<file path="src/rtl/bus_arbiter_3_to_1_pkg.sv">
// Shared constants for the 3-to-1 round-robin bus arbiter:
// FSM state codes, selector codes and port indices.
package bus_arbiter_3_to_1_pkg;

  localparam logic [1:0] S_IDLE    = 2'd0;
  localparam logic [1:0] S_BUSY    = 2'd1;
  localparam logic [1:0] S_RELEASE = 2'd2;

  localparam logic [1:0] SEL_IDLE  = 2'b11;
  localparam logic [1:0] PORT0     = 2'd0;
  localparam logic [1:0] PORT1     = 2'd1;
  localparam logic [1:0] PORT2     = 2'd2;

  // The idle selector code maps to no grant, which keeps Grant_o one-hot-or-zero.
  function automatic logic [2:0] onehot3(input logic [1:0] idx);
    case (idx)
      PORT0:   return 3'b001;
      PORT1:   return 3'b010;
      PORT2:   return 3'b100;
      default: return 3'b000;
    endcase
  endfunction

endpackage

</file>
<file path="src/rtl/bus_arbiter_3_to_1_if.sv">
// Requester/resource-side bundle of the arbiter: requests and completion in,
// grant, mux selector and status out.
interface bus_arbiter_3_to_1_if;

  logic [2:0] Req_i;
  logic       Done_i;
  logic [2:0] Grant_o;
  logic [1:0] Selector_o;
  logic       Busy_o;
  logic       Timeout_o;

  modport slave (
    input  Req_i, Done_i,
    output Grant_o, Selector_o, Busy_o, Timeout_o
  );

  modport master (
    output Req_i, Done_i,
    input  Grant_o, Selector_o, Busy_o, Timeout_o
  );

endinterface

</file>
<file path="src/rtl/bus_arbiter_3_to_1_rr_pick_3.sv">
// Combinational round-robin picker: searches lastPtr+1, +2, +3 (mod 3)
// and returns the first requesting port.
module rr_pick_3
  import bus_arbiter_3_to_1_pkg::*;
(
  input  logic [2:0] req_i,
  input  logic [1:0] lastPtr_i,
  output logic       valid_o,
  output logic [1:0] win_o
);

  always_comb begin
    valid_o = |req_i;
    win_o   = PORT0;
    case (lastPtr_i)
      PORT0: begin
        if      (req_i[1]) win_o = PORT1;
        else if (req_i[2]) win_o = PORT2;
        else               win_o = PORT0;
      end
      PORT1: begin
        if      (req_i[2]) win_o = PORT2;
        else if (req_i[0]) win_o = PORT0;
        else               win_o = PORT1;
      end
      default: begin
        if      (req_i[0]) win_o = PORT0;
        else if (req_i[1]) win_o = PORT1;
        else               win_o = PORT2;
      end
    endcase
  end

endmodule

</file>
<file path="src/rtl/bus_arbiter_3_to_1.sv">
// Round-robin arbiter sharing one resource between three requesters, with
// registered one-hot grant, mux selector, busy status and hold timeout.
module bus_arbiter_3_to_1
  import bus_arbiter_3_to_1_pkg::*;
#(
  parameter int MAX_HOLD = 16,
  parameter int CNT_W    = 5
) (
  input  logic                   clk,
  input  logic                   reset,
  bus_arbiter_3_to_1_if.slave    bus
);

  localparam logic [CNT_W-1:0] HOLD_LAST = CNT_W'(MAX_HOLD - 1);

  logic [1:0]       state_q,   state_d;
  logic [2:0]       grant_q,   grant_d;
  logic [1:0]       sel_q,     sel_d;
  logic             busy_q,    busy_d;
  logic             timeout_q, timeout_d;
  logic [CNT_W-1:0] holdCnt_q, holdCnt_d;
  logic [1:0]       lastPtr_q, lastPtr_d;
  logic             releaseGrant;
  logic             pickValid;
  logic [1:0]       pickWin;

  rr_pick_3 uPick (
    .req_i     (bus.Req_i),
    .lastPtr_i (lastPtr_q),
    .valid_o   (pickValid),
    .win_o     (pickWin)
  );

  // Owner withdrawal is detected through the grant mask, so no index decode is needed.
  always_comb begin
    state_d      = state_q;
    grant_d      = grant_q;
    sel_d        = sel_q;
    busy_d       = busy_q;
    timeout_d    = 1'b0;
    holdCnt_d    = holdCnt_q;
    lastPtr_d    = lastPtr_q;
    releaseGrant = 1'b0;
    case (state_q)
      S_IDLE: begin
        if (pickValid) begin
          state_d   = S_BUSY;
          grant_d   = onehot3(pickWin);
          sel_d     = pickWin;
          busy_d    = 1'b1;
          holdCnt_d = '0;
          lastPtr_d = pickWin;
        end
      end
      S_BUSY: begin
        if (bus.Done_i) begin
          releaseGrant = 1'b1;
        end else if (~|(grant_q & bus.Req_i)) begin
          releaseGrant = 1'b1;
        end else if (holdCnt_q == HOLD_LAST) begin
          releaseGrant = 1'b1;
          timeout_d    = 1'b1;
        end else if (holdCnt_q < HOLD_LAST) begin
          holdCnt_d = holdCnt_q + CNT_W'(1);
        end
      end
      S_RELEASE: state_d = S_IDLE;
      default:   state_d = S_IDLE;
    endcase
    if (releaseGrant) begin
      state_d   = S_RELEASE;
      grant_d   = 3'b000;
      sel_d     = SEL_IDLE;
      busy_d    = 1'b0;
      holdCnt_d = '0;
    end
  end

  always_ff @(posedge clk or posedge reset) begin
    if (reset) begin
      state_q   <= S_IDLE;
      grant_q   <= 3'b000;
      sel_q     <= SEL_IDLE;
      busy_q    <= 1'b0;
      timeout_q <= 1'b0;
      holdCnt_q <= '0;
      lastPtr_q <= PORT2;
    end else begin
      state_q   <= state_d;
      grant_q   <= grant_d;
      sel_q     <= sel_d;
      busy_q    <= busy_d;
      timeout_q <= timeout_d;
      holdCnt_q <= holdCnt_d;
      lastPtr_q <= lastPtr_d;
    end
  end

  assign bus.Grant_o    = grant_q;
  assign bus.Selector_o = sel_q;
  assign bus.Busy_o     = busy_q;
  assign bus.Timeout_o  = timeout_q;

endmodule

</file>
<file path="src/flat_wrapper.sv">
// flat-port wrapper written by rule: the top's interface ports become plain ports
module bus_arbiter_3_to_1_flat import bus_arbiter_3_to_1_pkg::*;
#(
  parameter int MAX_HOLD = 16,
  parameter int CNT_W    = 5
)
  (clk, reset, bus_Req_i, bus_Done_i, bus_Grant_o, bus_Selector_o, bus_Busy_o, bus_Timeout_o);
  bus_arbiter_3_to_1_if bus_i ();
  input  logic clk;
  input  logic reset;
  input wire logic [$bits(bus_i.Req_i)-1:0] bus_Req_i;
  input wire logic [$bits(bus_i.Done_i)-1:0] bus_Done_i;
  output wire logic [$bits(bus_i.Grant_o)-1:0] bus_Grant_o;
  output wire logic [$bits(bus_i.Selector_o)-1:0] bus_Selector_o;
  output wire logic [$bits(bus_i.Busy_o)-1:0] bus_Busy_o;
  output wire logic [$bits(bus_i.Timeout_o)-1:0] bus_Timeout_o;
  assign bus_i.Req_i = bus_Req_i;
  assign bus_i.Done_i = bus_Done_i;
  assign bus_Grant_o = bus_i.Grant_o;
  assign bus_Selector_o = bus_i.Selector_o;
  assign bus_Busy_o = bus_i.Busy_o;
  assign bus_Timeout_o = bus_i.Timeout_o;
  bus_arbiter_3_to_1 #(.MAX_HOLD(MAX_HOLD), .CNT_W(CNT_W)) u_core (.clk(clk), .reset(reset), .bus(bus_i));
endmodule
</file>
<file path="config.mk">
export PLATFORM = sky130hd
export DESIGN_NAME = bus_arbiter_3_to_1_flat
export DESIGN_NICKNAME = d
export VERILOG_FILES = /design/src/rtl/bus_arbiter_3_to_1_pkg.sv /design/src/rtl/bus_arbiter_3_to_1_if.sv /design/src/rtl/bus_arbiter_3_to_1_rr_pick_3.sv /design/src/rtl/bus_arbiter_3_to_1.sv /design/src/flat_wrapper.sv
export SDC_FILE = /design/constraint.sdc
export NUM_CORES = 1
export LEC_CHECK = 0
export CORE_AREA = 2 2 46 48
export CTS_BUF_LIST = sky130_fd_sc_hd__clkbuf_8
export DETAILED_ROUTE_END_ITERATION = 8
export DIE_AREA = 0 0 48 50
export PLACE_DENSITY = 0.74
export SLEW_MARGIN = 10
export SYNTH_ARGS = -nofsm -noshare
export SYNTH_HDL_FRONTEND = slang
export SYNTH_SLANG_ARGS = --single-unit
</file>
<file path="constraint.sdc">
create_clock -name clk -period 2.6 [get_ports clk]
set_clock_uncertainty 0.15 [all_clocks]
set_input_delay 0.78 -clock clk [delete_from_list [all_inputs] [get_ports clk]]
set_output_delay 0.78 -clock clk [all_outputs]
set_load 0.03 [all_outputs]
</file>
# Yosys cells after proc, flatten, opt, wreduce, memory -nomap -nowiden
# Index checks and enable logic that the tools add are counted.
# op_classes
addsub	1
order_cmp	1
eq_ne	11
mux	34
n_bitwise	1
n_reduce_logical	12
# ops
operator	n
$mux 5	6
$mux 2	10
$mux 1	11
$pmux 5 s2	1
$mux 3	3
$ne 3x1->1 const B	3
$pmux 3 s3	1
$pmux 2 s2	2
$eq 2x1->1 const B	3
$logic_not 2->1	3
$ne 3x2->1 const B	2
$reduce_and 2->1	3
$reduce_and 6->1	1
$reduce_or 3->1	2
$add 5x1->5 const B	1
$eq 5x4->1 const B	1
$lt 5x4->1 const B	1
$reduce_bool 2->1	2
$and 3x3->3	1
$reduce_bool 3->1	1
$eq 2x2->1 const B	1
$ne 2x1->1 const B	1
# word_totals
reg_bits	16
in_bits	6
output_inout_bits	7
elab_cells	67

# Logic depth before layout (Yosys ltp)
# depth
word_depth	8
ltp_mapped	7
mapped_depth_nobuf	6

# Hierarchy
# From an unflattened synthesis, not the netlist that was laid out.
# unflattened
cells_unflattened	79
hier_area_um2	799.5
# modules_own_cells
module	n_inst	cells_per_inst	area_each_um2	seq_area_each_um2
bus_arbiter_3_to_1	1	69	743.2	404.1
rr_pick_3	1	10	56.3	0.0

# Worst setup path after synthesis
# OpenSTA, ideal clock, no wires.
# synth_timing
path_type	reg-to-reg
from	register u_core.holdCnt_q[0]
to	register u_core.holdCnt_q[4]
setup_time_ps	87
arrival_ps	2253
required_time_ps	2363
path_slack_ps	110
path_stages_with_launch	8
n_path_buf	1
period_less_slack_ps	2490
cell_sequence	dfrtp_1 ha_1 and3_1 ha_1 or4b_1 buf_2 or4_4 a211oi_2
# synth_between
elab_chain_cells	7
word_cells_on_any_way	20
cone_classes	add/sub (1); order compare (1); eq/ne (6); mux (10); reduce/logical (2)
# synth_rtl
element	line_no	source
start: declaration	bus_arbiter_3_to_1.sv:21	logic [CNT_W-1:0] holdCnt_q, holdCnt_d;
start signal: assignment	bus_arbiter_3_to_1.sv:94	holdCnt_q <= holdCnt_d;
$add 5x1->5 / $eq 5x4->1 (equally long branches)	bus_arbiter_3_to_1.sv:64, bus_arbiter_3_to_1.sv:60	
$mux 5 / $mux 1 (equally long branches)	bus_arbiter_3_to_1.sv:63, bus_arbiter_3_to_1.sv:60	
$mux 5 / $mux 1 (equally long branches)	bus_arbiter_3_to_1.sv:60, bus_arbiter_3_to_1.sv:58	
$mux 5 / $mux 1 (equally long branches)	bus_arbiter_3_to_1.sv:58, bus_arbiter_3_to_1.sv:56	
$mux 5 / $mux 1 (equally long branches)	bus_arbiter_3_to_1.sv:56, bus_arbiter_3_to_1.sv:44	
$pmux 5 s2, or another cell as far along	bus_arbiter_3_to_1.sv:44	case (state_q)
$mux 5 / $reduce_and 6->1 (equally long branches)	n/a	
# Several ways; a longest one is shown, not always the timed one. The select of a mux whose other input is x is not followed.
# A chain may end at the register's enable or synchronous reset.

# Worst setup path in the final report
# layout_timing
from	register u_core.holdCnt_q[0]
to	register u_core.holdCnt_q[0]
# Same word-level chain as after synthesis.

==> impl_metrics.py <==
metrics = {
    "clock_network": {
        "cts.sinks": 16,
        "tritoncts": "yes",
        "cts.root.buffer_cell": "sky130_fd_sc_hd__clkbuf_8",
        "clkTransAtPathRegs_ns": 0.07,
        "post_cts_resized": 0,
        "clk_latency_ns": 0.25,
        "post_cts_buffers": 0,
        "htree_levels": 1,
        "cts_inserted_buffers": 3,
        "count_of_hold_buffers_inserted_by_post_cts_repair": 0,
        "ctsLongestPathBuffers": 2,
    },
    "floorplan": {
        "placeableCoreArea_sq_um": 1902,
        "die_h_um": 50,
        "floorplan.die.width_um": 48,
        "floorplan_die_area_sq_um": 2400,
        "number_of_standard_cell_rows_in_the_floorplan": 16,
        "initial_core_util_pct": 42.89,
        "top_level_ports": 13,
    },
    "setup_path": {
        "end_kind": "flop",
        "crit_type": "flop to flop",
        "startpoint": "u_core.holdCnt_q[0]",
        "critical_path_arrival_ns": 2.59,
        "critPathLaunchType": "flop",
        "critical_path.max_fanout": 6,
        "r2r-start": "u_core.holdCnt_q[0]",
        "critical_path.reg2reg.endpoint": "u_core.holdCnt_q[0]",
        "regToRegSetupSlack_ns": 0.05,
        "cp.required_ns": 2.64,
        "r2r_cells": 7,
    },
    "status": {
        "outcome": "finished clean",
    },
    "grt": {
        "maximum_number_of_pins_on_one_net_before_global_route_repair": 17,
        "gr-usage-all-layers_pct": 17.98,
        "antenna_found_initial": 0,
        "wire_length_of_the_first_global_routing_pass_mm": 3.077,
        "grt_remaining_overflow": 0,
        "grt_pass1_vias": 695,
    },
    "yosys": {
        "synth-xor-area-share_pct": 0,
        "mappedNetlistNets": 84,
        "yosysWarningCount": 0,
        "number_of_enable_flip_flop_cells_after_synthesis": 0,
        "post_synth.cell_area_avg_sq_um": 10.73,
        "post_synth_and_or_nand_nor_area_fraction_pct": 17.18,
        "synth-seq-area-share_pct": 49.54,
        "share_of_the_synthesized_area_in_compound_gates_ao_oa_aoi_oai_pct": 23.62,
        "synth-main-ff-cell": "sky130_fd_sc_hd__dfrtp_1",
        "synth.distinct_cells": 37,
        "instance_count_of_the_mapped_netlist": 76,
        "postSynthRegisterBits": 16,
        "main_combinational_cell_family_by_area_after_synthesis": "compound AO/OA/AOI/OAI gates",
        "adder_and_majority_cell_fraction_of_the_synthesized_area_pct": 3.067,
        "syn-cell-area_sq_um": 815.8,
        "asyncSetResetFlopFracSynth_pct": 100.0,
        "synth_mux_area_share_pct": 1.380,
    },
    "timing": {
        "max_slew.worst_pin.slew_ns": 0.9106,
        "min_period_over_period_pct": 97.97,
        "timing_hold_violations_final": 0,
        "setup_viol": 0,
        "relSlewSlack_pct": 38.82,
        "fmax_mhz": 392.6,
        "setup_repair_after_global_routing_missed_its_margin": "false",
        "timing.final.ws_setup_ns": 0.05267,
        "tns_ns": 0,
        "count_of_pins_over_their_slew_limit": 0,
        "finalCriticalPeriod_ns": 2.547,
    },
    "place": {
        "pre_cts_ws_ns": -0.08729,
        "placedInstanceArea_sq_um": 1013,
        "port_buffers": 12,
        "hpwl_detailed_mm": 1.252,
        "gp_congestion": 0.8241,
    },
    "finish": {
        "layout-area-overhead-vs-synth_pct": 30.98,
        "post_route_cells_drive_above_1_share_pct": 20.62,
        "final_design_area_no_fill_sq_um": 1069,
        "antenna_cells_inserted": 0,
        "final_core_utilization_pct": 56.18,
        "layout.area.seq_sq_um": 404.1,
        "layout.cells.most_common": "sky130_fd_sc_hd__dfrtp_1",
        "final.fill_count": 167,
        "multi_input_comb_area_sq_um": 369.1,
        "mostFrequentLayoutCells": "sky130_fd_sc_hd__dfrtp_1 (13), sky130_fd_sc_hd__clkdlybuf4s50_1 (12), sky130_fd_sc_hd__inv_1 (9)",
        "finish.net_count": 106,
    },
    "drt": {
        "detail-route-antenna-nets": 0,
        "drtPass1Iterations": 4,
        "initialDrtViolationCount": 29,
        "residual_drc": 0,
        "routed_wl_mm": 1.861,
        "routed_wire_length_per_instance_um": 15.01,
        "avgViaCountPerCell": 5.653,
        "route.vias.total": 701,
    },
    "worst_hold_path": {
        "worst_hold_path_depth": 1,
        "worstHoldStart": "u_core.bus.Busy_o",
        "min-delay-path-class": "flop to flop",
        "worstHoldEndpoint": "u_core.bus.Busy_o",
    },
    "job": {
        "max_cap_violations": 0,
    },
    "power_and_ir_drop": {
        "power_leakage_nw": 0.4674,
        "power_density_nw_per_um2": 1069,
        "vdd_drop_max_mv": 0.5108,
    },
}
## metrics by stage
stage | hold slack [ns] | total power [mW] | instances
3_5_place_dp | 0.3353 | 0.9137 | 120
6_report | 0.3619 | 1.142 | 124
3_3_place_gp | 0.3457 | 0.9079 | 120
2_1_floorplan | 0.3351 | 0.7249 | 76
5_1_grt | 0.3802 | 1.205 | 124
4_1_cts | 0.3645 | 1.141 | 124
## sequential cells by signal, summed over array words and instances, names as in the netlist
| register | flops |
|---|---|
| u_core.bus.Selector_o | 2 |
| u_core.bus.Grant_o | 3 |
| u_core.holdCnt_q | 5 |
| u_core.bus.Busy_o | 1 |
| u_core.bus.Timeout_o | 1 |
| u_core.state_q | 2 |
| u_core.lastPtr_q | 2 |
## power by group
group | total, mW | internal, mW | switching [mW]
Sequential | 0.410 | 0.344 | 0.0664
Combinational | 0.507 | 0.218 | 0.289
Clock | 0.225 | 0.134 | 0.0906
## worst max-delay path by stage
stage	cells after the start	endpoint	slack (ns)
CTS	7	u_core.holdCnt_q[0]	0.08
detailed placement	4	u_core.holdCnt_q[4]	-0.09
global route	7	u_core.holdCnt_q[0]	0.007
floorplan	7	u_core.holdCnt_q[4]	0.11
global placement	5	u_core.bus.Grant_o[0]	-0.06
finish	7	u_core.holdCnt_q[0]	0.05
## critical path, cell delays in order (launching register included)
cell and delay [ns]:
sky130_fd_sc_hd__dfrtp_1 0.43, sky130_fd_sc_hd__ha_1 0.25, sky130_fd_sc_hd__and3_1 0.17, sky130_fd_sc_hd__ha_1 0.21, sky130_fd_sc_hd__or4b_1 0.50, sky130_fd_sc_hd__buf_4 0.18
sky130_fd_sc_hd__o311ai_1 0.38, sky130_fd_sc_hd__mux2_2 0.22
## cells by family after synthesis
logic type | Yosys count
compound gates | 22
fa+ha+maj | 2
buf+inv | 11
flops | 16
mux | 1
simple gates | 24
## layer usage
metal / routed length, um / global-route usage [%] / up-vias
met5: 0 / 0 / -
met4: 17 / 9.009 / 0
met3: 76 / 3.663 / 2
met2: 937 / 26.67 / 30
met1: 830 / 23.97 / 336
li1: - / - / 333
## synth_stat cells (all sizes together), types with 2 or more instances
master | number | area (sq um)
inv | 9 | 33.78
o221ai | 2 | 17.52
nor2b | 2 | 12.51
o22a | 2 | 17.52
nor3 | 5 | 25.02
nand2 | 6 | 22.52
a21oi | 2 | 10.01
o2bb2ai | 2 | 17.52
nand2b | 2 | 12.51
or4 | 2 | 18.77
ha | 2 | 25.02
dfstp | 3 | 78.83
o32ai | 2 | 17.52
dfrtp | 13 | 325.3
## area by class of cell
type / instances / area share [%]
repair buffers: 19 / 16.16
well taps: 27 / 3.162
flip-flops and latches: 16 / 37.82
clock buffers: 4 / 5.152
inverters: 9 / 3.162
multi-input cells: 49 / 34.54
No activity file was read; power rests on OpenSTA's default activity.
